### src/rtl/display_sched_pkg.sv
// Shared constants and state type for the display digit scheduler.
// Six 4-bit digits, 3-bit digit/requester indices, 16-bit watchdog.
package display_sched_pkg;

    localparam int N_DIGITS = 6;
    localparam int DIGIT_W  = 4;
    localparam int IDX_W    = 3;
    localparam int WDOG_W   = 16;

    typedef enum logic {
        IDLE  = 1'b0,
        GRANT = 1'b1
    } sched_state_t;

    // Next requester after id, wrapping at n.
    function automatic logic [IDX_W-1:0] wrap_inc(input logic [IDX_W-1:0] id, input int n);
        int nxt;
        nxt = int'(id) + 1;
        if (nxt >= n) begin
            nxt = 0;
        end
        return IDX_W'(nxt);
    endfunction

endpackage

### src/rtl/rr_arbiter.sv
// Combinational round-robin search: picks the first set request at or after
// ptr, wrapping modulo N_REQ.
module rr_arbiter
    import display_sched_pkg::*;
#(
    parameter int N_REQ = 4
) (
    input  logic [N_REQ-1:0] req,
    input  logic [IDX_W-1:0] ptr,
    output logic [IDX_W-1:0] grant_idx,
    output logic             found
);

    int best_dist;

    // Distance walked from ptr to reach requester i, going upward with wrap.
    function automatic int rot_dist(input int i, input logic [IDX_W-1:0] p);
        return (i - int'(p) + N_REQ) % N_REQ;
    endfunction

    always_comb begin
        grant_idx = '0;
        found     = 1'b0;
        best_dist = N_REQ;
        for (int i = 0; i < N_REQ; i++) begin
            if (req[i] && (rot_dist(i, ptr) < best_dist)) begin
                best_dist = rot_dist(i, ptr);
                grant_idx = IDX_W'(i);
                found     = 1'b1;
            end
        end
    end

endmodule

### src/rtl/display_scheduler.sv
// Arbitrates burst writes from several requesters into the six display digit
// registers, holding each grant until the last beat or a watchdog expiry.
module display_scheduler
    import display_sched_pkg::*;
#(
    parameter int N_REQ   = 4,
    parameter int TIMEOUT = 255
) (
    input  logic                         clk,
    input  logic                         reset,
    input  logic [N_REQ-1:0]             req_valid,
    input  logic [N_REQ-1:0]             req_last,
    input  logic [N_REQ*IDX_W-1:0]       req_digit,
    input  logic [N_REQ*DIGIT_W-1:0]     req_value,
    output logic [N_REQ-1:0]             req_ready,
    output logic [N_DIGITS*DIGIT_W-1:0]  digit_out,
    output logic                         grant_valid,
    output logic [IDX_W-1:0]             grant_id,
    output logic                         bad_index,
    output logic                         timeout_evt
);

    localparam logic [WDOG_W-1:0] WDOG_LIMIT = WDOG_W'(TIMEOUT - 1);

    sched_state_t                   state_q, state_d;
    logic [IDX_W-1:0]               rr_ptr_q, rr_ptr_d;
    logic [IDX_W-1:0]               grant_id_q, grant_id_d;
    logic                           grant_valid_q, grant_valid_d;
    logic [WDOG_W-1:0]              wdog_q, wdog_d;
    logic [N_DIGITS*DIGIT_W-1:0]    digits_q, digits_d;
    logic                           bad_index_q, bad_index_d;
    logic                           timeout_evt_q, timeout_evt_d;

    logic [IDX_W-1:0]               arb_idx;
    logic                           arb_found;
    logic                           sel_valid;
    logic                           sel_last;
    logic [IDX_W-1:0]               sel_digit;
    logic [DIGIT_W-1:0]             sel_value;
    logic                           accept;

    rr_arbiter #(
        .N_REQ (N_REQ)
    ) u_arb (
        .req       (req_valid),
        .ptr       (rr_ptr_q),
        .grant_idx (arb_idx),
        .found     (arb_found)
    );

    // Ready comes only from registered grant state, never from req_valid.
    always_comb begin
        req_ready = '0;
        sel_valid = 1'b0;
        sel_last  = 1'b0;
        sel_digit = '0;
        sel_value = '0;
        for (int i = 0; i < N_REQ; i++) begin
            if (grant_id_q == IDX_W'(i)) begin
                req_ready[i] = (state_q == GRANT);
                sel_valid    = req_valid[i];
                sel_last     = req_last[i];
                sel_digit    = req_digit[i*IDX_W +: IDX_W];
                sel_value    = req_value[i*DIGIT_W +: DIGIT_W];
            end
        end
    end

    assign accept = (state_q == GRANT) && sel_valid;

    always_comb begin
        state_d       = state_q;
        rr_ptr_d      = rr_ptr_q;
        grant_id_d    = grant_id_q;
        grant_valid_d = grant_valid_q;
        wdog_d        = wdog_q;
        bad_index_d   = 1'b0;
        timeout_evt_d = 1'b0;

        case (state_q)
            IDLE: begin
                if (arb_found) begin
                    state_d       = GRANT;
                    grant_id_d    = arb_idx;
                    grant_valid_d = 1'b1;
                    wdog_d        = '0;
                end
            end
            GRANT: begin
                if (accept) begin
                    wdog_d      = '0;
                    bad_index_d = (sel_digit >= IDX_W'(N_DIGITS));
                    if (sel_last) begin
                        state_d       = IDLE;
                        grant_valid_d = 1'b0;
                        grant_id_d    = '0;
                        rr_ptr_d      = wrap_inc(grant_id_q, N_REQ);
                    end
                end else if (wdog_q == WDOG_LIMIT) begin
                    // Stalled owner loses the grant; its written digits stay.
                    state_d       = IDLE;
                    grant_valid_d = 1'b0;
                    grant_id_d    = '0;
                    rr_ptr_d      = wrap_inc(grant_id_q, N_REQ);
                    wdog_d        = '0;
                    timeout_evt_d = 1'b1;
                end else begin
                    wdog_d = wdog_q + 1'b1;
                end
            end
            default: begin
                state_d = IDLE;
            end
        endcase
    end

    always_comb begin
        digits_d = digits_q;
        for (int d = 0; d < N_DIGITS; d++) begin
            if (accept && (sel_digit == IDX_W'(d))) begin
                digits_d[d*DIGIT_W +: DIGIT_W] = sel_value;
            end
        end
    end

    always_ff @(posedge clk or negedge reset) begin
        if (!reset) begin
            state_q       <= IDLE;
            rr_ptr_q      <= '0;
            grant_id_q    <= '0;
            grant_valid_q <= 1'b0;
            wdog_q        <= '0;
            digits_q      <= '0;
            bad_index_q   <= 1'b0;
            timeout_evt_q <= 1'b0;
        end else begin
            state_q       <= state_d;
            rr_ptr_q      <= rr_ptr_d;
            grant_id_q    <= grant_id_d;
            grant_valid_q <= grant_valid_d;
            wdog_q        <= wdog_d;
            digits_q      <= digits_d;
            bad_index_q   <= bad_index_d;
            timeout_evt_q <= timeout_evt_d;
        end
    end

    assign digit_out   = digits_q;
    assign grant_valid = grant_valid_q;
    assign grant_id    = grant_id_q;
    assign bad_index   = bad_index_q;
    assign timeout_evt = timeout_evt_q;

endmodule

### config.mk
export PLATFORM = sky130hd
export DESIGN_NAME = display_scheduler
export DESIGN_NICKNAME = d
export VERILOG_FILES = /design/src/rtl/display_sched_pkg.sv /design/src/rtl/rr_arbiter.sv /design/src/rtl/display_scheduler.sv
export SDC_FILE = /design/constraint.sdc
export NUM_CORES = 1
export LEC_CHECK = 0
export BUFFER_PORTS_ARGS = -buffer_cell sky130_fd_sc_hd__buf_2
export CAP_MARGIN = 40
export CELL_PAD_IN_SITES_DETAIL_PLACEMENT = 1
export CELL_PAD_IN_SITES_GLOBAL_PLACEMENT = 1
export CORE_UTILIZATION = 37
export CTS_CLUSTER_DIAMETER = 120
export DETAILED_ROUTE_END_ITERATION = 10
export GPL_TIMING_DRIVEN = 0
export PLACE_DENSITY_LB_ADDON = 0.1
export REMOVE_ABC_BUFFERS = 1
export SLEW_MARGIN = 10
export SYNTH_ARGS = -nofsm -noshare
export SYNTH_HDL_FRONTEND = slang
export SYNTH_SLANG_ARGS = --single-unit
### constraint.sdc
create_clock -name clk -period 4.76 [get_ports clk]
set_input_delay 0 -clock clk [delete_from_list [all_inputs] [get_ports clk]]
set_output_delay 0 -clock clk [all_outputs]
set_load 0.03 [all_outputs]
# Word-level counts from Yosys, hierarchy flattened
# Index checks and enable logic that the tools add are counted.
# classes
n_addsub	10
order_cmp	6
n_eq_ne	13
mux	58
n_bitwise	5
n_reduce_logical	20
# op_table
operator	n
adder 32 x 4 -> 32 bit, second input constant	3
< comparator 3 x 32 -> 1 bit	3
2-to-1 mux 32 bit	3
2-to-1 mux 16 bit	3
2-to-1 mux 3 bit	12
case mux 16 bit (2 select lines)	1
2-to-1 mux 1 bit	30
adder 16 x 1 -> 16 bit, second input constant	1
== test 16 x 8 -> 1 bit, second input constant	1
2-to-1 mux 4 bit	4
== test 3 x 2 -> 1 bit, second input constant	4
logical AND 1 bit	11
OR reduction 2 bit	4
subtractor 1 x 3 -> 4 bit, first input constant	2
subtractor 2 x 3 -> 4 bit, first input constant	2
== test 3 x 1 -> 1 bit, second input constant	2
== test 3 bit, second input constant	2
zero test 3 bit	2
case mux 3 bit (2 select lines)	1
AND reduction 3 bit	2
adder 4 x 4 -> 5 bit, second input constant	1
adder 3 x 1 -> 4 bit, second input constant	1
bitwise AND 1 bit	4
greater-or-equal comparator 4 x 3 -> 1 bit, second input constant	1
9 further kinds	12
# word_totals
reg_bits	50
output_inout_bits	34
wordCells	125

# Longest topological paths before layout
# depth
depth_word	18
ltp_mapped	23
depth_no_buf	23

# Hierarchy
# Synthesis repeated with hierarchy kept, for this count alone.
# hier_totals
cells_unflattened	307
hier_area_um2	3156.8
# by_module_without_submodules
module	n_inst	cells_each	area_per_inst_um2
display_scheduler	1	246	2678.8
rr_arbiter	1	61	478.0

# Worst setup path before layout
# Ideal clock, no wire load.
# synth_path
path_type	register to register
from	register rr_ptr_q[1]
to	register grant_id_q[0], in the netlist grant_id[0]
setup_time_ns	0.070
t_arrival_ns	4.703
t_required_ns	4.690
path_slack_ns	-0.013
stages_incl_launch_ff	21
n_path_buf	0
period_less_slack_ns	4.773
cell_sequence	dfrtp_1 inv_1 ha_1 nand2b_1 o21ai_0 nand3b_1 ha_1 nor3b_1 nand2_1 o21ai_2 mux2i_1 inv_1 ha_1 or4b_1 o31ai_2 nand2_2 mux2_2 ha_1 a211oi_1 or4b_1 nand3_1
# synth_via
elab_chain_cells	18
# synth_rtl
element	line_no	source
from (decl)	display_scheduler.sv:26	logic [IDX_W-1:0] rr_ptr_q, rr_ptr_d;
from (signal assigned)	display_scheduler.sv:138	rr_ptr_q <= rr_ptr_d;
subtractor 1 x 3 -> 4 bit	rr_arbiter.sv:18	return (i - int'(p) + N_REQ) % N_REQ;
adder 4 x 4 -> 5 bit	rr_arbiter.sv:18	
OR reduction 2 bit (no source line)	--	
bitwise AND 1 bit (no source line)	--	
< comparator 3 x 4 -> 1 bit	rr_arbiter.sv:26	if (req[i] && (rot_dist(i, ptr) < best_dist)) begin
logical AND 1 bit	rr_arbiter.sv:26	
2-to-1 mux 32 bit	rr_arbiter.sv:26	
< comparator 3 x 32 -> 1 bit	rr_arbiter.sv:26	
[2 not listed]	--	
< comparator 3 x 32 -> 1 bit	rr_arbiter.sv:26	
logical AND 1 bit	rr_arbiter.sv:26	
2-to-1 mux 32 bit	rr_arbiter.sv:26	
< comparator 3 x 32 -> 1 bit	rr_arbiter.sv:26	
logical AND 1 bit	rr_arbiter.sv:26	
2-to-1 mux 2 bit / 2-to-1 mux 1 bit (equally long branches)	rr_arbiter.sv:26	
2-to-1 mux 3 bit / inequality test 2 bit (equally long branches)	--	
case mux 3 bit (2 select lines) / AND reduction 3 bit (equally long branches)	--	
to (signal assigned)	display_scheduler.sv:139	grant_id_q <= grant_id_d;
to (decl)	display_scheduler.sv:27	logic [IDX_W-1:0] grant_id_q, grant_id_d;
# Several ways; a longest one is shown, not always the timed one. The select of a mux whose other input is x is not followed.
# A chain may end at the register's enable or synchronous reset.

# Worst setup path in the final report
# layout_path
from	register rr_ptr_q[1]
to	register grant_id_q[1], in the netlist grant_id[1]
# The elaborated chain is that of the path after synthesis.

==> impl_metrics.xml <==
<?xml version="1.0" encoding="UTF-8"?>
<metrics>
  <group name="logic_synthesis">
    <metric name="synth_top_family_by_area" unit="">compound AO/OA/AOI/OAI gates</metric>
    <metric name="synthesized_area_fraction_occupied_by_and_or_nand_nor_cells" unit="%">18.2</metric>
    <metric name="synth.yosys.warnings" unit="">0</metric>
    <metric name="count_of_flip_flops_with_a_built_in_enable_after_synthesis" unit="">0</metric>
    <metric name="flip_flop_and_latch_count_after_synthesis" unit="">49</metric>
    <metric name="synth-xor-area-share" unit="%">0</metric>
    <metric name="synth-seq-area-share" unit="%">39.2</metric>
    <metric name="postSynth.topFlopCell" unit="">dfrtp_1</metric>
    <metric name="synth_compound_area_share" unit="%">18.5</metric>
    <metric name="avgSynthCellArea" unit="um^2">9.69</metric>
    <metric name="synth-adder-area-share" unit="%">6.80</metric>
    <metric name="synth.mux.area_fraction" unit="%">12.5</metric>
    <metric name="netlist_area" unit="um^2">3130</metric>
    <metric name="asyncSetResetFlopFracSynth" unit="%">100</metric>
    <metric name="synth.lib_cells_used.distinct" unit="">57</metric>
    <metric name="post_synth_inst_count" unit="">323</metric>
  </group>
  <group name="critical_path">
    <metric name="critical_path_cell_by_cell" unit="">clkinv_4, ha_4, nand2b_4, o211ai_1, nand2_1, ha_1, nor3b_4, nand2_2, o21ai_4, mux2i_2, inv_1, ha_2, or4b_4, o31ai_4, nand2_2, mux2_4, ha_4, a211oi_4, and3_1, a221o_1, a221o_1</metric>
    <metric name="crit_end_element" unit="">flip-flop</metric>
    <metric name="crit_family" unit="">simple AND/OR/NAND/NOR gates</metric>
    <metric name="worstPathArrival" unit="ns">4.99</metric>
    <metric name="cp_data_required_time" unit="ns">4.96</metric>
    <metric name="count_of_buffer_and_inverter_cells_on_the_critical_path" unit="">2</metric>
    <metric name="worstSetupPathType" unit="">flip-flop to flip-flop</metric>
    <metric name="worstSetupStartpointType" unit="">flip-flop</metric>
    <metric name="critical_path.max_stage_delay" unit="ns">0.52</metric>
    <metric name="cpMaxStageDelayCell" unit="">or4b_4</metric>
    <metric name="crit_fanout" unit="">4</metric>
    <metric name="critical_path.startpoint" unit="">rr_ptr_q[1]</metric>
    <metric name="timing.rr.start" unit="">rr_ptr_q[1]</metric>
  </group>
  <group name="finish">
    <metric name="regArea" unit="um^2">1230</metric>
    <metric name="final_cell_mix" unit="">70 x buf_2, 47 x dfrtp_1, 24 x nand2_1, 24 x mux2_2, 22 x o21ai_0</metric>
    <metric name="final_area" unit="um^2">3980</metric>
    <metric name="final_layout_size_suffix_gt1_share" unit="%">40.4</metric>
    <metric name="areaGrowthSynthToFinish" unit="%">27.1</metric>
    <metric name="antenna_cells_inserted" unit="">0</metric>
    <metric name="mostFrequentLayoutCell" unit="">buf_2</metric>
    <metric name="final.fill_count" unit="">955</metric>
    <metric name="fin_nets" unit="">465</metric>
    <metric name="multiInputGateArea" unit="um^2">1910</metric>
    <metric name="final_core_utilization" unit="%">48.4</metric>
  </group>
  <group name="cts">
    <metric name="cts.sink_count" unit="">49</metric>
    <metric name="cts_tree" unit="">done</metric>
    <metric name="clk_latency" unit="ns">0.30</metric>
    <metric name="h_tree_lvls" unit="">2</metric>
    <metric name="cts.reportedPaths.clkPinSlew" unit="ns">0.10</metric>
    <metric name="cts-root-buf" unit="">clkbuf_8</metric>
    <metric name="clock_path_buffers" unit="">2</metric>
    <metric name="cts_buffer_count" unit="">5</metric>
  </group>
  <group name="die">
    <metric name="die_w" unit="um">94.0</metric>
    <metric name="ios" unit="">72</metric>
    <metric name="die_outline_area" unit="um^2">8830</metric>
    <metric name="placeableCoreArea" unit="um^2">8220</metric>
    <metric name="chipHeight" unit="um">94.0</metric>
    <metric name="floorplan.initialDensity" unit="%">38.1</metric>
    <metric name="placement_rows" unit="">33</metric>
  </group>
  <group name="pwr">
    <metric name="power.leakage" unit="nW">1.88</metric>
    <metric name="report.power.total" unit="mW">2.54</metric>
    <metric name="areal_power_density_over_the_cells" unit="nW/um^2">639</metric>
    <metric name="vdd_ir_drop_max" unit="mV">0.276</metric>
  </group>
  <group name="run">
    <metric name="maxCapViolations" unit="">0</metric>
  </group>
  <group name="timing">
    <metric name="min_period_over_period" unit="%">101</metric>
    <metric name="rsz0062_at_grt" unit="">true</metric>
    <metric name="tightest_slew" unit="ns">0.907</metric>
    <metric name="finalCriticalPeriod" unit="ns">4.80</metric>
    <metric name="timing.final.setup_violations" unit="">1</metric>
    <metric name="fmax" unit="GHz">0.209</metric>
    <metric name="endpoints_failing_hold" unit="">0</metric>
    <metric name="total_negative_setup_slacks" unit="ns">-0.0352</metric>
    <metric name="final_critical_path_setup_slack" unit="ns">-0.0352</metric>
    <metric name="report.final.slew_viol_count" unit="">0</metric>
    <metric name="hold-worst-slack" unit="ns">0.0982</metric>
    <metric name="setup_skew_after_layout" unit="ns">0.00804</metric>
    <metric name="maxSlewHeadroom" unit="%">38.9</metric>
  </group>
  <group name="route">
    <metric name="wl_per_cell" unit="um">17.2</metric>
    <metric name="iter_0_drt_violations" unit="">55</metric>
    <metric name="wl" unit="mm">8.88</metric>
    <metric name="drtPass1Iterations" unit="">6</metric>
    <metric name="routed_via_count_divided_by_cell_count" unit="">5.48</metric>
    <metric name="final_antenna_net_count" unit="">0</metric>
    <metric name="num_vias" unit="">2829</metric>
    <metric name="drc" unit="">0</metric>
  </group>
  <group name="hold_path">
    <metric name="worst_hold_startpoint" unit="">req_digit[10]</metric>
    <metric name="hold_class" unit="">primary input to flip-flop</metric>
  </group>
  <group name="global_routing">
    <metric name="number_of_antenna_violations_at_the_first_check_in_global_routing" unit="">0</metric>
    <metric name="grt.total_usage" unit="%">20.4</metric>
    <metric name="global_route_overflow" unit="">0</metric>
    <metric name="wire_length_of_the_first_global_routing_pass" unit="mm">14.2</metric>
    <metric name="first_global_vias" unit="">2854</metric>
    <metric name="grt_start_max_net_pins" unit="">31</metric>
  </group>
  <group name="place">
    <metric name="weighted_congestion_reported_at_the_end_of_routability_driven_placement" unit="">0.740</metric>
    <metric name="place.detailed.hpwl" unit="mm">6.36</metric>
    <metric name="placed_area" unit="um^2">3560</metric>
    <metric name="place.port_buffers" unit="">70</metric>
  </group>
  <group name="outcome">
    <metric name="run_status" unit="">finished with violations</metric>
    <metric name="violations" unit="">negative setup slack</metric>
  </group>
</metrics>
==> worst min-delay path, cell delays in order <==
cell     delay (ns)
buf_2          0.07
nand2_1        0.07
o31ai_1        0.09
nand2_1        0.06
nor2_1         0.07
==> through the flow <==
stage          setup WS (ns)  cells
2_1_floorplan        -0.0134    309
3_3_place_gp          -0.547    484
3_5_place_dp          -0.625    486
4_1_cts               0.0122    508
5_1_grt               -0.195    516
6_report             -0.0352    516
==> area by class of cell <==
cell class | instances | area share, %
clock buffer | 6 | 1.83
sequential | 49 | 30.9
tap | 105 | 3.30
timing repair buffer | 94 | 13.8
multi-input combinational | 242 | 47.9
clock inverter | 2 | 0.346
inverter | 18 | 1.89
==> final timing paths <==
check / to / slack (ns) / cells after the start
worst max register to register: grant_id[1] / -0.04 / 21
min in group asynchronous: wdog_q[14] / 0.19 / 2
max in group asynchronous: digit_out[4] / 4.02 / 3
worst min register to register: wdog_q[11] / 0.49 / 1
worst min-delay path: bad_index / 0.1 / 5
worst max-delay path: grant_id[1] / -0.04 / 21
==> synth_stat cells (2+ instances only) <==
library cell   n  share of area, %
inv_1         17               2.0
a22o_1         2              0.56
or3_1          2              0.40
nand3_1       10               1.6
nand2b_1       6               1.2
o21ai_1        2              0.32
a221o_1        6               1.9
mux2_4         4               1.9
nand2_1       25               3.0
a21oi_1       20               3.2
nor2_2         3              0.60
o31ai_1        4              0.96
nand4_1        3              0.60
and4_1         2              0.56
o21ai_0       23               3.7
nand3b_1       4              0.96
o211ai_1       2              0.48
o22ai_1        2              0.40
o21a_1         2              0.48
buf_2          7               1.1
and3_1        13               2.6
mux2i_1        5               1.6
nor3_1         7               1.1
nor2_1        15               1.8
ha_1          17               6.8
dfrtp_1       49                39
a21o_1         3              0.72
and2_1         3              0.60
buf_4          3              0.72
a31oi_1        7               1.4
or4b_1         3              0.96
mux2_2        25               9.0
clkbuf_1       2              0.24
nor2b_1        2              0.40
==> power by group <==
group / internal (mW) / switching [mW] / total (mW) / leakage, nW
sequential: 0.544 / 0.0913 / 0.636 / 0.633
clock: 0.105 / 0.148 / 0.253 / 0.0456
combinational: 0.697 / 0.955 / 1.65 / 1.21
total: 1.35 / 1.19 / 2.54 / 1.88
==> cells by family (layout without fill, tap and decap cells) <==
group / Yosys count / count (layout)
simple gates: 105 / 105
buf+inv: 32 / 120
compound gates: 85 / 85
other cells: 1 / 1
flops: 49 / 49
fa+ha+maj: 17 / 17
mux: 34 / 34
==> metal layers <==
metal | routed length, um | share of wire (%) | global-route usage [%] | vias to the layer above
met1 | 4240 | 48 | 27.1 | 1399
met3 | 340 | 3.8 | 3.88 | 14
li1 | - | - | - | 1359
met5 | 0 | 0 | 0 | -
met4 | 153 | 1.7 | 3.72 | 0
met2 | 4150 | 47 | 34.5 | 57
==> sequential cells by signal (all words and copies together), names as in the netlist <==
| name | flops |
|---|---|
| state_q | 1 |
| bad_index | 1 |
| rr_ptr_q | 3 |
| timeout_evt | 1 |
| wdog_q | 16 |
| grant_id | 2 |
| digit_out | 24 |
| grant_valid | 1 |
==> repair_timing <==
| action | CTS | global route |
|---|---|---|
| buffers inserted | 13 | 8 |
| gates resized for setup | 13 | 23 |
| setup endpoints to repair | 2 | 2 |
| hold buffers | 1 | 0 |
| endpoints found under the hold margin | 19 | 0 |
| pin swaps | 4 | 10 |
Power figures use the tool's default switching activity.
